<file path="src/rtl/cov_accum_pkg.sv">
// Shared constants and FSM encoding for the covariance accumulator.
// Latency: n/a (declarations only).
// Backpressure: n/a.
package cov_accum_pkg;

    localparam int DEF_N_SAMPLES = 128;   // samples per covariance frame
    localparam int DEF_LOG2N     = 7;     // log2(DEF_N_SAMPLES), the divide shift
    localparam int DEF_DW        = 16;    // product / covariance width
    localparam int N_LANES       = 10;    // upper-triangle entries of a 4x4 matrix

    typedef enum logic [1:0] {
        ST_IDLE  = 2'd0,
        ST_ACCUM = 2'd1,
        ST_DONE  = 2'd2
    } state_t;

endpackage

</file>
<file path="src/rtl/cov_acc_lane.sv">
// One signed accumulator with synchronous clear, add enable and a /N (shift) view.
// Latency: accumulate 1 cycle; o_shift is combinational from the accumulator.
// Backpressure: none; i_add_en qualifies each product.
module cov_acc_lane
    import cov_accum_pkg::*;
#(
    parameter int DW    = DEF_DW,
    parameter int LOG2N = DEF_LOG2N
) (
    input  logic                 clk,
    input  logic                 rst,
    input  logic                 i_clr,
    input  logic                 i_add_en,
    input  logic signed [DW-1:0] i_prod,
    output logic signed [DW-1:0] o_shift
);

    // Headroom of LOG2N bits lets N_SAMPLES full-scale products sum without wrap.
    localparam int ACW = DW + LOG2N;

    logic signed [ACW-1:0] r_acc;

    // Accumulator: clear has priority over add; products are sign-extended.
    always_ff @(posedge clk or posedge rst) begin
        if (rst) begin
            r_acc <= '0;
        end else if (i_clr) begin
            r_acc <= '0;
        end else if (i_add_en) begin
            r_acc <= r_acc + ACW'(i_prod);
        end
    end

    // Arithmetic shift floors toward -inf; the mean always fits in DW bits.
    assign o_shift = DW'(r_acc >>> LOG2N);

endmodule

</file>
<file path="src/rtl/cov_accum.sv">
// Averages ten product streams over a frame of N_SAMPLES into covariance estimates.
// Latency: cov_valid rises 2 cycles after the cycle accepting the last sample.
// Backpressure: none; samples are taken on in_valid while accumulating, else ignored.
module cov_accum
    import cov_accum_pkg::*;
#(
    parameter int N_SAMPLES = DEF_N_SAMPLES,
    parameter int LOG2N     = DEF_LOG2N,
    parameter int DW        = DEF_DW
) (
    input  logic                 clk,
    input  logic                 rst,
    input  logic                 start,
    input  logic                 in_valid,
    input  logic signed [DW-1:0] X1X1,
    input  logic signed [DW-1:0] X1X2,
    input  logic signed [DW-1:0] X1X3,
    input  logic signed [DW-1:0] X1X4,
    input  logic signed [DW-1:0] X2X2,
    input  logic signed [DW-1:0] X2X3,
    input  logic signed [DW-1:0] X2X4,
    input  logic signed [DW-1:0] X3X3,
    input  logic signed [DW-1:0] X3X4,
    input  logic signed [DW-1:0] X4X4,
    output logic signed [DW-1:0] C11,
    output logic signed [DW-1:0] C12,
    output logic signed [DW-1:0] C13,
    output logic signed [DW-1:0] C14,
    output logic signed [DW-1:0] C22,
    output logic signed [DW-1:0] C23,
    output logic signed [DW-1:0] C24,
    output logic signed [DW-1:0] C33,
    output logic signed [DW-1:0] C34,
    output logic signed [DW-1:0] C44,
    output logic                 busy,
    output logic                 cov_valid
);

    // One extra counter bit so the count can reach N_SAMPLES itself.
    localparam int CW = LOG2N + 1;

    state_t                r_state;
    state_t                w_next;
    logic                  w_clr;
    logic                  w_add_en;
    logic                  w_load;
    logic [CW-1:0]         r_cnt;
    logic                  r_cov_valid;
    logic signed [DW-1:0]  w_prod [N_LANES];
    logic signed [DW-1:0]  w_mean [N_LANES];
    logic signed [DW-1:0]  r_c    [N_LANES];

    assign w_prod[0] = X1X1;
    assign w_prod[1] = X1X2;
    assign w_prod[2] = X1X3;
    assign w_prod[3] = X1X4;
    assign w_prod[4] = X2X2;
    assign w_prod[5] = X2X3;
    assign w_prod[6] = X2X4;
    assign w_prod[7] = X3X3;
    assign w_prod[8] = X3X4;
    assign w_prod[9] = X4X4;

    // State register.
    always_ff @(posedge clk or posedge rst) begin
        if (rst) begin
            r_state <= ST_IDLE;
        end else begin
            r_state <= w_next;
        end
    end

    // Next state and lane controls; in_valid only counts while accumulating.
    always_comb begin
        w_next   = r_state;
        w_clr    = 1'b0;
        w_add_en = 1'b0;
        w_load   = 1'b0;
        case (r_state)
            ST_IDLE: begin
                if (start) begin
                    w_clr  = 1'b1;
                    w_next = ST_ACCUM;
                end
            end
            ST_ACCUM: begin
                if (in_valid) begin
                    w_add_en = 1'b1;
                    if (r_cnt == CW'(N_SAMPLES - 1)) begin
                        w_next = ST_DONE;
                    end
                end
            end
            ST_DONE: begin
                w_load = 1'b1;
                w_next = ST_IDLE;
            end
            default: begin
                w_next = ST_IDLE;
            end
        endcase
    end

    // Sample counter, cleared together with the accumulators at frame start.
    always_ff @(posedge clk or posedge rst) begin
        if (rst) begin
            r_cnt <= '0;
        end else if (w_clr) begin
            r_cnt <= '0;
        end else if (w_add_en) begin
            r_cnt <= r_cnt + CW'(1);
        end
    end

    genvar g;
    generate
        for (g = 0; g < N_LANES; g++) begin : g_lane
            cov_acc_lane #(
                .DW    (DW),
                .LOG2N (LOG2N)
            ) u_lane (
                .clk      (clk),
                .rst      (rst),
                .i_clr    (w_clr),
                .i_add_en (w_add_en),
                .i_prod   (w_prod[g]),
                .o_shift  (w_mean[g])
            );
        end
    endgenerate

    // Output registers capture the means in DONE and hold them until the next DONE.
    always_ff @(posedge clk or posedge rst) begin
        if (rst) begin
            for (int k = 0; k < N_LANES; k++) begin
                r_c[k] <= '0;
            end
            r_cov_valid <= 1'b0;
        end else begin
            if (w_load) begin
                for (int k = 0; k < N_LANES; k++) begin
                    r_c[k] <= w_mean[k];
                end
            end
            r_cov_valid <= w_load;
        end
    end

    assign C11       = r_c[0];
    assign C12       = r_c[1];
    assign C13       = r_c[2];
    assign C14       = r_c[3];
    assign C22       = r_c[4];
    assign C23       = r_c[5];
    assign C24       = r_c[6];
    assign C33       = r_c[7];
    assign C34       = r_c[8];
    assign C44       = r_c[9];
    assign cov_valid = r_cov_valid;
    assign busy      = (r_state == ST_ACCUM) || (r_state == ST_DONE);

endmodule

</file>
<file path="config.mk">
export PLATFORM = sky130hd
export DESIGN_NAME = cov_accum
export DESIGN_NICKNAME = d
export VERILOG_FILES = /design/src/rtl/cov_accum_pkg.sv /design/src/rtl/cov_acc_lane.sv /design/src/rtl/cov_accum.sv
export SDC_FILE = /design/constraint.sdc
export NUM_CORES = 1
export LEC_CHECK = 0
export CORE_ASPECT_RATIO = 1.25
export CORE_MARGIN = 3
export CORE_UTILIZATION = 45
export CTS_CLUSTER_SIZE = 12
export DETAILED_ROUTE_END_ITERATION = 8
export PLACE_DENSITY = 0.67
export SETUP_SLACK_MARGIN = 0.4
export SYNTH_ARGS = -nofsm -noshare
export SYNTH_HDL_FRONTEND = slang
export SYNTH_SLANG_ARGS = --single-unit
export TNS_END_PERCENT = 10
</file>
<file path="constraint.sdc">
create_clock -name clk -period 18.9 [get_ports clk]
set_input_delay 3.78 -clock clk [delete_from_list [all_inputs] [get_ports clk]]
set_output_delay 3.78 -clock clk [all_outputs]
set_load 0.01 [all_outputs]
</file>
# Word level (Yosys, flattened, before mapping)
# Cells that the tools add are included.
[totals]
regBits = 401
in_bits = 164
output_inout_bits = 162
elab_cells = 75
[classes]
n_addsub = 11
n_eq_ne = 6
mux = 31
n_reduce_logical = 4
[op_table]
columns = ["cell", "n"]
rows = [
  ["2-to-1 mux 23 bit", 20],
  ["adder 23 x 16 -> 23 bit", 10],
  ["2-to-1 mux 8 bit", 2],
  ["adder 8 x 1 -> 8 bit (second input constant)", 1],
  ["== test 8 x 7 -> 1 bit (second input constant)", 1],
  ["2-to-1 mux 2 bit", 3],
  ["!= test 2 bit (second input constant)", 3],
  ["2-to-1 mux 1 bit", 5],
  ["case mux 2 bit (2 select lines)", 1],
  ["AND reduction 3 bit", 1],
  ["== test 2 x 1 -> 1 bit (second input constant)", 1],
  ["== test 2 bit (second input constant)", 1],
  ["zero test 2 bit", 1],
  ["nonzero test 2 bit", 1],
  ["logical OR 1 bit", 1],
]

# Depth between registers and ports, before layout
[logic_depth]
word_depth = 4
mapped_depth = 11
mapped_depth_nobuf = 11

# Modules after synthesis
# From an unflattened synthesis, not the netlist that was laid out.
[hier_totals]
hier_cells = 3028
area_unflattened_um2 = 29190.5
[modules_own_cells]
columns = ["module", "n_inst", "cells_per_inst", "area_each_um2", "seq_area_each_um2"]
rows = [
  ["cov_acc_lane at g_lane[5].u_lane ...", 5, 256, 2265.9, 575.6],
  ["cov_acc_lane at g_lane[2].u_lane ...", 3, 267, 2252.2, 575.6],
  ["cov_accum", 1, 407, 6572.6, 4279.1],
  ["cov_acc_lane at g_lane[0].u_lane ...", 2, 270, 2265.9, 575.6],
]

# Worst setup path after synthesis
# Ideal clock, no wire load.
[synth_timing]
path_kind = "input port to flip-flop"
from = "input X2X4[0]"
to = "register g_lane[6].u_lane.r_acc[22]"
setup_time_ps = 79
arrival_ps = 5871
required_ps = 18821
slack_ps = 12950
path_stages = 11
path_buffers = 0
cell_sequence = "ha_1 -> inv_1 -> fa_1 -> nor2b_1 -> o21ai_1 -> a21boi_1 -> o311ai_2 -> a2111oi_0 -> o22a_1 -> mux2i_1 -> mux2i_1"
[synth_between]
elab_chain_cells = 3
[synth_rtl]
columns = ["element", "line", "text"]
rows = [
  ["start: declaration", "cov_accum.sv:21", "input logic signed [DW-1:0] X2X4,"],
  ["adder 23 x 16 -> 23 bit", "cov_acc_lane.sv:30", "r_acc <= r_acc + ACW'(i_prod);"],
  ["2-to-1 mux 23 bit", "cov_acc_lane.sv:29", "end else if (i_add_en) begin"],
  ["2-to-1 mux 23 bit", "cov_acc_lane.sv:27", "end else if (i_clr) begin"],
  ["end signal: assignment", "cov_acc_lane.sv:30", ""],
  ["end: declaration", "cov_acc_lane.sv:21", "logic signed [ACW-1:0] r_acc;"],
]
# No other way between the ends. The select of a mux whose other input is x is not followed.
# A chain may end at the register's enable or synchronous reset.

# Final worst setup path
[layout_timing]
from = "input start"
to = "register g_lane[7].u_lane.r_acc[21]"
[layout_between]
elab_chain_cells = 3
word_cells_on_any_way = 4
classes_between = "mux: 3; reduce/logical: 1"
[layout_rtl]
columns = ["element", "line", "text"]
rows = [
  ["start: declaration", "cov_accum.sv:13", "input logic start,"],
  ["2-to-1 mux 1 bit (*)", "cov_accum.sv:81", "if (start) begin"],
  ["2-to-1 mux 1 bit (*)", "cov_accum.sv:79", "case (r_state)"],
  ["2-to-1 mux 23 bit or nonzero test 2 bit (tied branches)", "--", ""],
  ["end signal: assignment", "cov_acc_lane.sv:30", ""],
  ["end: declaration", "cov_acc_lane.sv:21", ""],
]
# Mark *: on every way between the ends. The rest lies on a longest branch, timed or not.

==> qor.txt <==
status -> complete, no violations
drt pass-1 iters -> 6
Worst slew margin -> 0.263
gr usage total -> 0.235
CTS Buf Count -> 46
Final ANT Viol Nets -> 0
Avg Inst Size Synth -> 9.26 um^2
largest net degree at the start of global routing -> 91
Tmin final -> 6.76 ns
CP Data Required Time -> 19.34 ns
Synth area leader -> dfrtp_1
Main synth FF type -> dfrtp_1
Fmax -> 148 MHz
worst-path maximum fanout -> 74
syn_nets -> 3,236
post-CTS resize count -> 0
WP data arrival -> 7.20 ns
number of synthesized flops with an enable pin -> 0
final number of setup-violating endpoints -> 0
Pleak -> 14.5 nW
Routed WL -> 74,800 um
CP peak stage delay -> 0.87 ns
full die area -> 61,300 um^2
Crit. End Element -> flop
Core ar. -> 57,500 um^2
pwr/cell area -> 155 nW/um^2
Buf+Inv Stages, Crit Path -> 3
Post-synth ARST share -> 1.00
Iteration-0 DRC Markers -> 1,326
Post-Route Setup TNS -> 0 ns
CTS Sinks -> 401
RSZ-0062 raised after global routing -> no
Tcrit/Tclk final -> 0.358
Congestion Overflow GR -> 0
Ports -> 326
Inst Count DP -> 3,798
Startpoint Class -> input pin
Port Buffers -> 325
Final #Nets -> 3,496
Clock Skew -> 0.0221 ns
actual slew at the worst max-slew pin -> 1.11 ns
post-synth top area share -> 0.382
GP Congestion -> 0.905
endpoints failing hold -> 0
Setup WS post-layout -> 12.14 ns
Yosys reg bits -> 401
worst-skew pair later-pin latency -> 0.59 ns
Slew Viols, Final -> 0
CTS root buf -> clkbuf_16
vias in the first global route -> 22,800
Finished Layout Cells -> 3,884
via count -> 22,600
H-tree levels -> 2
sequential area share after synthesis -> 0.382
Crit path top cell by count -> buf_4
Mapped Cells -> 2,836
CTS max path bufs -> 3
crit path kind -> input pin to flop
CTS tree -> done
first-pass GRT wire length -> 119,000 um
drt wl/cell -> 19.3 um
commonest non-fill, non-tap cell in the layout -> dfrtp_1
starting density of the core -> 0.457
Cell Chain, Critical Path -> clkdlybuf4s50_1 -> and2_4 -> buf_4 -> nor2_4 -> buf_4 -> a211oi_1 -> o311ai_2
Syn Std Cell Area -> 26,300 um^2
dpl ws -> 11.47 ns
setup repair bufs after CTS -> 0
family with the most delay on the worst path -> buffers and inverters
Max VDD drop -> 0.124 mV
Syn. warnings -> 0
vias per cell -> 5.82
DP HPWL -> 52,300 um
DIE WIDTH -> 222 um
Layout area overhead -> 20.9%
Rows -> 98
hold-fix buffers at CTS -> 0
fraction of layout cells with a size suffix above 1 -> 0.0910
number of max-cap violations -> 0
DR DRC count -> 0
Clk pin slew, worst setup/hold paths -> 0.06 ns
chip height -> 276 um
initial antenna violation count -> 3
synth top area cells -> dfrtp_1, ha_1, mux2_2
Max stage delay cell, worst path -> and2_4
Worst Hold Class -> flop to flop
count of cell types in the netlist -> 79
commonest non-fill, non-tap cells in the layout -> dfrtp_1, clkdlybuf4s50_1, nand2_1
[through the flow]
stage	cell area [um^2]	power [mW]	utilization	hold WS (ns)
after floorplan	26300	3.15	-	0.470
final	31800	4.92	0.552	0.503
after global routing	31700	5.29	0.552	0.521
after CTS	31700	4.95	0.552	0.507
after detailed placement	30100	3.96	0.524	0.494
after global placement	30100	3.89	0.524	0.488
[state kept, by name (all words and copies together), names as in the netlist, 16 cells and up]
register and count:
g_lane.u_lane.r_acc 230, C11 16, C12 16, C13 16, C14 16, C22 16
C23 16, C24 16, C33 16, C34 16, C44 16
[layer usage]
| layer | GRT usage | up-vias | share of wire |
|---|---|---|---|
| li1 | - | 10900 | - |
| met1 | 0.291 | 11000 | 0.42 |
| met2 | 0.412 | 595 | 0.49 |
| met3 | 0.0404 | 151 | 0.052 |
| met4 | 0.0837 | 4 | 0.033 |
| met5 | 0 | - | 0.00029 |
[worst paths after layout]
check | startpoint | endpoint | slack [ns] | cells past startpoint
setup / recovery | start | g_lane[7].u_lane.r_acc[21]$_DFFE_PP0P_ | 12.14 | 7
hold / removal | C23[11]$_DFFE_PP0P_ | C23[11]$_DFFE_PP0P_ | 0.50 | 1
setup reg to reg | r_state[0]$_DFFE_PP0P_ | g_lane[7].u_lane.r_acc[21]$_DFFE_PP0P_ | 15.00 | 8
hold reg to reg | C23[11]$_DFFE_PP0P_ | C23[11]$_DFFE_PP0P_ | 0.50 | 1
max in group asynchronous | rst | g_lane[2].u_lane.r_acc[1]$_DFFE_PP0P_ | 12.40 | 5
min in group asynchronous | rst | g_lane[8].u_lane.r_acc[12]$_DFFE_PP0P_ | 3.66 | 2
[synth_stat cells, types with 31 or more instances]
cell      number
dfrtp_1      401
nand2_1      308
a21oi_1      298
ha_1         226
o21ai_0      195
mux2_2       162
nor2_1       158
clkbuf_1     113
a21o_1        98
inv_1         97
xnor2_1       89
nor3_1        68
a211oi_1      51
nand3_1       44
xor2_1        36
o21a_1        34
and3_1        31
[power breakdown]
group	internal [mW]	switching (mW)
Combinational	1.16	1.39
Clock	0.579	0.375
Sequential	1.18	0.241
[area by class of cell]
class | instances | area [um^2]
sequential | 401 | 10000
fill | 5143 | 25800
inverter | 97 | 372
clock inverter | 17 | 218
clock buffer | 68 | 1400
multi-input combinational | 2210 | 15400
antenna | 1 | 2.50
tap | 750 | 938
timing repair buffer | 340 | 3370
[kinds of logic (layout without fill, tap and decap cells)]
logic type               Yosys count  after routing  share of synthesized area
AO/OA/AOI/OAI                    889            889                      0.213
XOR/XNOR                         125            125                     0.0417
adder cells (fa/ha/maj)          236            236                      0.115
buffers and inverters            225            522                     0.0323
flip-flops                       401            401                      0.382
multiplexers                     178            178                     0.0756
other                              0              1                          0
AND/OR/NAND/NOR                  782            782                      0.140
Note: power is estimated with default switching activity, not from simulation.
